`config.mk`:
```
export PLATFORM = sky130hd
export DESIGN_NAME = regfile_scoreboard
export DESIGN_NICKNAME = d
export VERILOG_FILES = /design/src/rtl/regfile_scoreboard.sv
export SDC_FILE = /design/constraint.sdc
export NUM_CORES = 2
export LEC_CHECK = 0
export CAP_MARGIN = 25
export CORE_AREA = 2 2 362 364
export CTS_CLUSTER_DIAMETER = 50
export DETAILED_ROUTE_END_ITERATION = 16
export DIE_AREA = 0 0 364 366
export PLACE_DENSITY = 0.69
export SETUP_SLACK_MARGIN = 0.15
export SLEW_MARGIN = 15
export SYNTH_ARGS = -nofsm -noshare
export SYNTH_HDL_FRONTEND = slang
export SYNTH_SLANG_ARGS = --single-unit
export TNS_END_PERCENT = 5
```
`constraint.sdc`:
```
create_clock -name clock -period 4.3 [get_ports clock]
set_input_delay 0.86 -clock clock [delete_from_list [all_inputs] [get_ports clock]]
set_output_delay 0.86 -clock clock [all_outputs]
set_load 0.05 [all_outputs]
```
`src/rtl/regfile_scoreboard.sv`:
```
// Register file with 2 combinational read ports, 1 write port and per-register busy scoreboard.
// Read latency 0; write/reserve/flush take effect at the rising edge. Same-cycle bypass when REGFILE_BYPASS_EN is defined.
// No backpressure: decode holds dependent instructions using stall.
module regfile_scoreboard #(
  parameter int DATA_WIDTH = 32,
  parameter int ADDR_WIDTH = 5,
  parameter int ZERO_REG   = 1
) (
  input  logic                  clock,
  input  logic                  ctrl_reset_n,
  input  logic                  ctrl_writeEnable,
  input  logic [ADDR_WIDTH-1:0] ctrl_writeReg,
  input  logic [DATA_WIDTH-1:0] data_writeReg,
  input  logic [ADDR_WIDTH-1:0] ctrl_readRegA,
  input  logic [ADDR_WIDTH-1:0] ctrl_readRegB,
  output logic [DATA_WIDTH-1:0] data_readRegA,
  output logic [DATA_WIDTH-1:0] data_readRegB,
  input  logic                  ctrl_reserve,
  input  logic [ADDR_WIDTH-1:0] ctrl_reserveReg,
  input  logic                  ctrl_flush,
  output logic                  busy_readRegA,
  output logic                  busy_readRegB,
  output logic                  stall,
  output logic [ADDR_WIDTH:0]   pending_count,
  output logic                  err_sticky
);

  localparam int DEPTH = 1 << ADDR_WIDTH;
  localparam int CW    = ADDR_WIDTH + 1;

  logic [DATA_WIDTH-1:0] regs [DEPTH];
  logic [DEPTH-1:0]      busy;
  logic [DEPTH-1:0]      busy_nxt;
  logic [CW-1:0]         count_nxt;
  logic                  wr_v, rsv_v, set_new, clr_old, err_nxt;
  logic                  zero_a, zero_b, byp_a, byp_b, bsy_a, bsy_b;

  // Index 0 is hard-wired when ZERO_REG is set: writes and reserves to it vanish.
  assign wr_v   = ctrl_writeEnable && !((ZERO_REG != 0) && (ctrl_writeReg == '0));
  assign rsv_v  = ctrl_reserve && !((ZERO_REG != 0) && (ctrl_reserveReg == '0));
  assign zero_a = (ZERO_REG != 0) && (ctrl_readRegA == '0);
  assign zero_b = (ZERO_REG != 0) && (ctrl_readRegB == '0);

  always_comb begin
    busy_nxt = busy;
    if (ctrl_flush) begin
      busy_nxt = '0;
    end else if (wr_v) begin
      busy_nxt[ctrl_writeReg] = 1'b0;
    end
    // Reserve is applied last so it wins over both a same-index write and a flush.
    if (rsv_v) begin
      busy_nxt[ctrl_reserveReg] = 1'b1;
    end
  end

  // Incremental popcount tracking; a flush collapses it to the single surviving reserve.
  assign set_new   = rsv_v && !busy[ctrl_reserveReg];
  assign clr_old   = wr_v && busy[ctrl_writeReg] && !(rsv_v && (ctrl_reserveReg == ctrl_writeReg));
  assign count_nxt = ctrl_flush ? CW'(rsv_v)
                                : pending_count + CW'(set_new) - CW'(clr_old);

  assign err_nxt = (rsv_v && busy[ctrl_reserveReg] &&
                    !(wr_v && (ctrl_writeReg == ctrl_reserveReg))) ||
                   (ctrl_writeEnable && (ctrl_writeReg != '0) && !busy[ctrl_writeReg]);

  always_ff @(posedge clock or negedge ctrl_reset_n) begin
    if (!ctrl_reset_n) begin
      for (int i = 0; i < DEPTH; i++) begin
        regs[i] <= '0;
      end
      busy          <= '0;
      pending_count <= '0;
      err_sticky    <= 1'b0;
    end else begin
      if (wr_v) begin
        regs[ctrl_writeReg] <= data_writeReg;
      end
      busy          <= busy_nxt;
      pending_count <= count_nxt;
      if (err_nxt) begin
        err_sticky <= 1'b1;
      end
    end
  end

`ifdef REGFILE_BYPASS_EN
  assign byp_a = wr_v && (ctrl_writeReg == ctrl_readRegA);
  assign byp_b = wr_v && (ctrl_writeReg == ctrl_readRegB);
  assign bsy_a = byp_a ? (rsv_v && (ctrl_reserveReg == ctrl_readRegA)) : busy[ctrl_readRegA];
  assign bsy_b = byp_b ? (rsv_v && (ctrl_reserveReg == ctrl_readRegB)) : busy[ctrl_readRegB];
`else
  assign byp_a = 1'b0;
  assign byp_b = 1'b0;
  assign bsy_a = busy[ctrl_readRegA];
  assign bsy_b = busy[ctrl_readRegB];
`endif

  assign data_readRegA = (!ctrl_reset_n || zero_a) ? '0 :
                         byp_a ? data_writeReg : regs[ctrl_readRegA];
  assign data_readRegB = (!ctrl_reset_n || zero_b) ? '0 :
                         byp_b ? data_writeReg : regs[ctrl_readRegB];
  assign busy_readRegA = ctrl_reset_n && !zero_a && bsy_a;
  assign busy_readRegB = ctrl_reset_n && !zero_b && bsy_b;
  assign stall         = busy_readRegA | busy_readRegB;

endmodule

```
[Yosys cells after proc, flatten, opt, wreduce, memory -nomap -nowiden]
Index checks and enable logic that the tools add are counted.
Storage, ports and cells
  bits in registers: 1063
  input port bits: 57
Operators by class
  $add $sub $neg: 2
  $lt $le $gt $ge: 10
  equality and inequality tests: 2
  muxes and demuxes: 27
  bitwise gates (word level): 7
  reduce and logical (&&, ||, !) cells: 35
Operators by type and width (number)
  $bwmux 1024: 1
  $bmux 32 s5: 2
  $mux 32: 10
  $demux 32 s5: 1
  $and 32x32->32: 1
  $not 32->32: 1
  $or 32x32->32: 1
  $lt 5x6->1 const B: 4
  $bmux 1 s5: 4
  $logic_not 5->1: 4
  $ge 6x6->1 const B: 3
  $logic_and 1x1->1: 18
  $not 5->6: 3
  $demux 1 s5: 2
  $eq 5x5->1: 2
  $ge 5x1->1 const B: 2
  $logic_not 1->1: 9
  $add 6x1->6: 1
  $lt 6x1->1 const B: 1
  $mux 1: 6
  $mux 6: 1
  $sub 6x1->6: 1
  $reduce_bool 5->1: 1
  $logic_or 1x1->1: 3
  $or 1x1->1: 1

[Depth between registers and ports, before layout]
  depth after elaboration: 10
  depth in mapped cells: 16

[Worst setup path before layout]
No wires, ideal clock.
  path kind: input to output
  start point: input port ctrl_readRegB[0]
  end point: output port stall
  arrival: 3520 ps
  required time: 3440 ps
  slack: -80 ps
  cell stages on the path: 7
  path buffers: 2
  cells stage by stage: buf_4 -> buf_4 -> mux4_2 -> mux2i_1 -> nand2_1 -> o21ai_0 -> o311ai_0
Between the ends
  word-level cells in the longest chain between the ends: 5
  elaborated cells on any way between the ends: 7
  classes of those cells: mux (2); bitwise (1); reduce/logical (4)
Ends and longest elaborated chain
  from (decl): RTL line 15  | input logic [ADDR_WIDTH-1:0] ctrl_readRegB,
  parallel branches: the longest is 3 deep, another holds $bmux 1 s5
  $logic_and 1x1->1 *: RTL line 104  | assign busy_readRegB = ctrl_reset_n && !zero_b && bsy_b;
  $or 1x1->1 *: RTL line 105  | assign stall = busy_readRegA | busy_readRegB;
  to (decl): RTL line 23  | output logic stall,
Every way passes the cells marked *. The select of a mux whose other input is x is not followed.

[Final worst setup path]
  start point: input port ctrl_readRegB[4]
  end point: output port data_readRegB[16]
Between the ends
  word-level cells in the longest chain between the ends: 5
  elaborated cells on any way between the ends: 7
  classes of those cells: mux (4); bitwise (1); reduce/logical (2)
Ends and longest elaborated chain
  $not 5->6 (not written as such): RTL line 102  | byp_b ? data_writeReg : regs[ctrl_readRegB];
  $bmux 32 s5: RTL line 102
  $mux 32 (not written as such) (2 in series): RTL line 102
  $mux 32 *: RTL line 101  | assign data_readRegB = (!ctrl_reset_n || zero_b) ? '0 :
  to (decl): RTL line 17  | output logic [DATA_WIDTH-1:0] data_readRegB,
Mark *: on every way between the ends. The rest lies on a longest branch, timed or not. The select of a mux whose other input is x is not followed.

==> flow_summary.json <==
{
  "synth_seq_area_share_pct": 46.09,
  "reg2reg_setup_slack_ns": 1.11,
  "path_clk_slew_ns": 0.06,
  "pre_cts_slack_ns": 0.08798,
  "wl_per_cell_um": 30.01,
  "start_util_pct": 44.74,
  "synth.avg_cell_area_um2": 13.69,
  "path_class": "in -> out",
  "drtIter0Drc": 3741,
  "drc": 0,
  "synth.most_common_cell": "dfrtp_1",
  "die_height_um": 366,
  "postCtsSetupRepairBufs": 0,
  "setup.worst_path.end": "data_readRegB[16]",
  "postRouteAntennaNets": 0,
  "synth_cell_types": 52,
  "crit_path_max_incr_delay_ns": 0.48,
  "finalWorstSetupSlack_ns": 0.2875,
  "rr_worst_depth": 13,
  "rows": 132,
  "netlist_top_cells_count": "dfrtp_1, mux2_2, mux2i_1",
  "cts_tree": "yes",
  "dominantRegCellSynth": "dfrtp_1",
  "grtUsageTotal_pct": 27.14,
  "startpoint": "ctrl_readRegB[4]",
  "cts.repair.resized": 0,
  "drive_above_1_share_pct": 42.45,
  "fp.dieW_um": 364,
  "irDropWorstVdd_mv": 0.3655,
  "cts_root_buf": "clkbuf_16",
  "synth_edf_count": 0,
  "required_ns": 3.44,
  "yosys_warnings": 0,
  "gp_congestion": 0.9160,
  "drv_slew": 0,
  "clock_path_buffers": 3,
  "cts_buffers": 116,
  "hp-class": "in -> async",
  "cp_num_buf_inv": 4,
  "period_needed_ns": 4.012,
  "p_leak_uw": 0.02906,
  "r2r_end": "pending_count[5]",
  "max_freq_mhz": 249.2,
  "core-area_um2": 129000,
  "synth_top_area_share_pct": 46.09,
  "r2r-start": "busy[7]",
  "worstPathMaxFanout": 24,
  "n_fill_cell": 10770,
  "end_kind": "output pin",
  "grt-ovfl-total": 0,
  "final_cells": 6077,
  "maxSlewHeadroom_pct": 31.52,
  "ys_ff_latch": 1063,
  "synth_area_leaders": "dfrtp_1, mux2_2, mux4_2",
  "num_vias": 40100,
  "pin_count": 131,
  "cts.hold.buffers_added": 1,
  "clock_skew_ns": 0.01610,
  "antenna_found_initial": 11,
  "hpwlAfterDp_um": 104700,
  "status": "completed",
  "grt_pass1_wl_um": 271400,
  "io_buffers": 130,
  "cp_num_cells": 8,
  "grt_max_degree": 165,
  "hold_viol_final": 0,
  "area_growth_pct": 15.68,
  "crit_family": "buffers and inverters",
  "fin_tns_setup_ns": 0,
  "worstSetupStartpointType": "primary input",
  "synth_nets": 4279,
  "ff_latch_area_um2": 26600,
  "first_pass_iters": 5,
  "rsz0062_at_grt": "false",
  "h-tree-depth": 3,
  "vias_per_cell": 6.598,
  "clock_sinks": 1063,
  "cp_common_cell": "buf_4",
  "worst_slew_pin_slew_ns": 1.027,
  "clk_latency_ns": 0.72,
  "nets": 4299,
  "die_area_um2": 133200,
  "synth_cells": 4215,
  "placedCellCount": 5831,
  "yosys.area.top_type": "dfrtp_1",
  "syn_area_um2": 57710,
  "path_cells": "clkdlybuf4s50_1, o41ai_1, or2_2, buf_4, or3_1, o31ai_1, buf_4, buf_12",
  "wirelength_um": 182400,
  "timing.final.crit_share_pct": 93.31,
  "grt_pass1_vias": 40690,
  "crit_arrival_ns": 3.15,
  "slowest_stage": "buf_4",
  "multiInputGateArea_um2": 28910,
  "maxCapViolCount": 0,
  "p_per_area_nw_per_um2": 454.3,
  "async_reset_ff_share_pct": 100.0,
  "setup_violations": 0
}
## worst register-to-register path: cells and delay by family, from the launching register on
kind                     cells  cell delay [ns]
AO/OA/AOI/OAI                8             1.23
multiplexers                 2             0.85
adder cells (fa/ha/maj)      2             0.49
flip-flops                   1             0.45
buffers and inverters        1             0.04
## layout make-up
| cell class | instances | share of cell area (%) |
|---|---|---|
| Multi-Input combinational cell | 2649 | 43.30 |
| Sequential cell | 1063 | 39.84 |
| Timing Repair Buffer | 377 | 7.300 |
| Clock buffer | 158 | 4.886 |
| Tap cell | 1742 | 3.265 |
| Clock inverter | 57 | 1.226 |
| Inverter | 28 | 0.1649 |
| Antenna cell | 3 | 0.01125 |
## cell families after synthesis
group / after synthesis / synth area share [%]
flip-flops: 1063 / 46.09
multiplexers: 1810 / 39.58
XOR/XNOR: 9 / 0.1366
AO/OA/AOI/OAI: 640 / 7.980
adder cells (fa/ha/maj): 7 / 0.1648
AND/OR/NAND/NOR: 183 / 1.962
buffers and inverters: 503 / 4.087
## power breakdown
group          total, uW  switching [uW]  internal, uW
clock              10700            4300          6390
sequential         13200            1380         11900
combinational       6410            2870          3540
## metrics by stage
step | total power, uW | hold slack, ns | cell area [um^2] | util [%]
final | 30330 | 0.2761 | 66760 | 51.76
after global routing | 31510 | 0.2955 | 66760 | 51.76
after CTS | 30320 | 0.2633 | 66350 | 51.44
after detailed placement | 19660 | 0.3876 | 62260 | 48.27
after global placement | 19350 | 0.3841 | 62200 | 48.22
after floorplan | 17550 | 0.4488 | 57710 | -
## state kept, by name, summed over array words and instances (netlist names)
signal         cells
err_sticky         1
busy              32
pending_count      6
regs            1024
## worst min-delay path by stage
stage	startpoint	slack, ns	cells past startpoint	end
after floorplan	regs[1000]	0.45	1	regs[1000]
after CTS	ctrl_reset_n	0.26	2	regs[575]
after global placement	regs[998]	0.38	0	regs[998]
after detailed placement	regs[995]	0.39	0	regs[995]
after global routing	ctrl_reset_n	0.30	2	regs[575]
final	ctrl_reset_n	0.28	2	regs[575]
## routing by layer
metal / wire, um / vias to the layer above / track usage [%]
met2: 86810 / 1857 / 43.19
met3: 13120 / 465 / 4.410
met1: 73930 / 21300 / 36.32
met4: 8501 / 6 / 12.79
li1: - / 16470 / -
met5: 43 / - / 0
## layout by cell type, fill, tap and decap left out, types with 3 or more instances in the layout
master           netlist  final
mux4_2               278    278
nor2_4                 0     15
buf_8                  0     32
nor3_1                 3      3
or2_2                  3      3
diode_2                0      3
mux2i_1              536    536
dfrtp_1             1063   1063
xnor2_1                5      5
o21ai_0               20     20
nand2_1               18      7
or3_1                 67     67
ha_1                   6      6
inv_1                 27     26
clkbuf_1             265     23
nand3b_1              24     24
nand3_1                8      8
mux2_2               996    996
clkbuf_8               0     20
nor3b_1                3      3
clkinv_4               0      7
xor2_1                 4      4
bufinv_16              0     18
buf_12                 0    131
or3b_2                 5      5
nand2_2                4     15
clkinv_2               0     21
nand2b_1               8      5
nor2b_1                3      3
clkdlybuf4s50_1        0     52
o31ai_1               66     65
buf_4                 85    155
clkbuf_16              0    117
clkinvlp_4             0      4
o32ai_1               15     15
nor2_1                20     10
o22ai_1              135    135
inv_6                  0      3
a21oi_1              133    133
o221ai_1             259    259
Note: power is estimated with default switching activity, not from simulation.
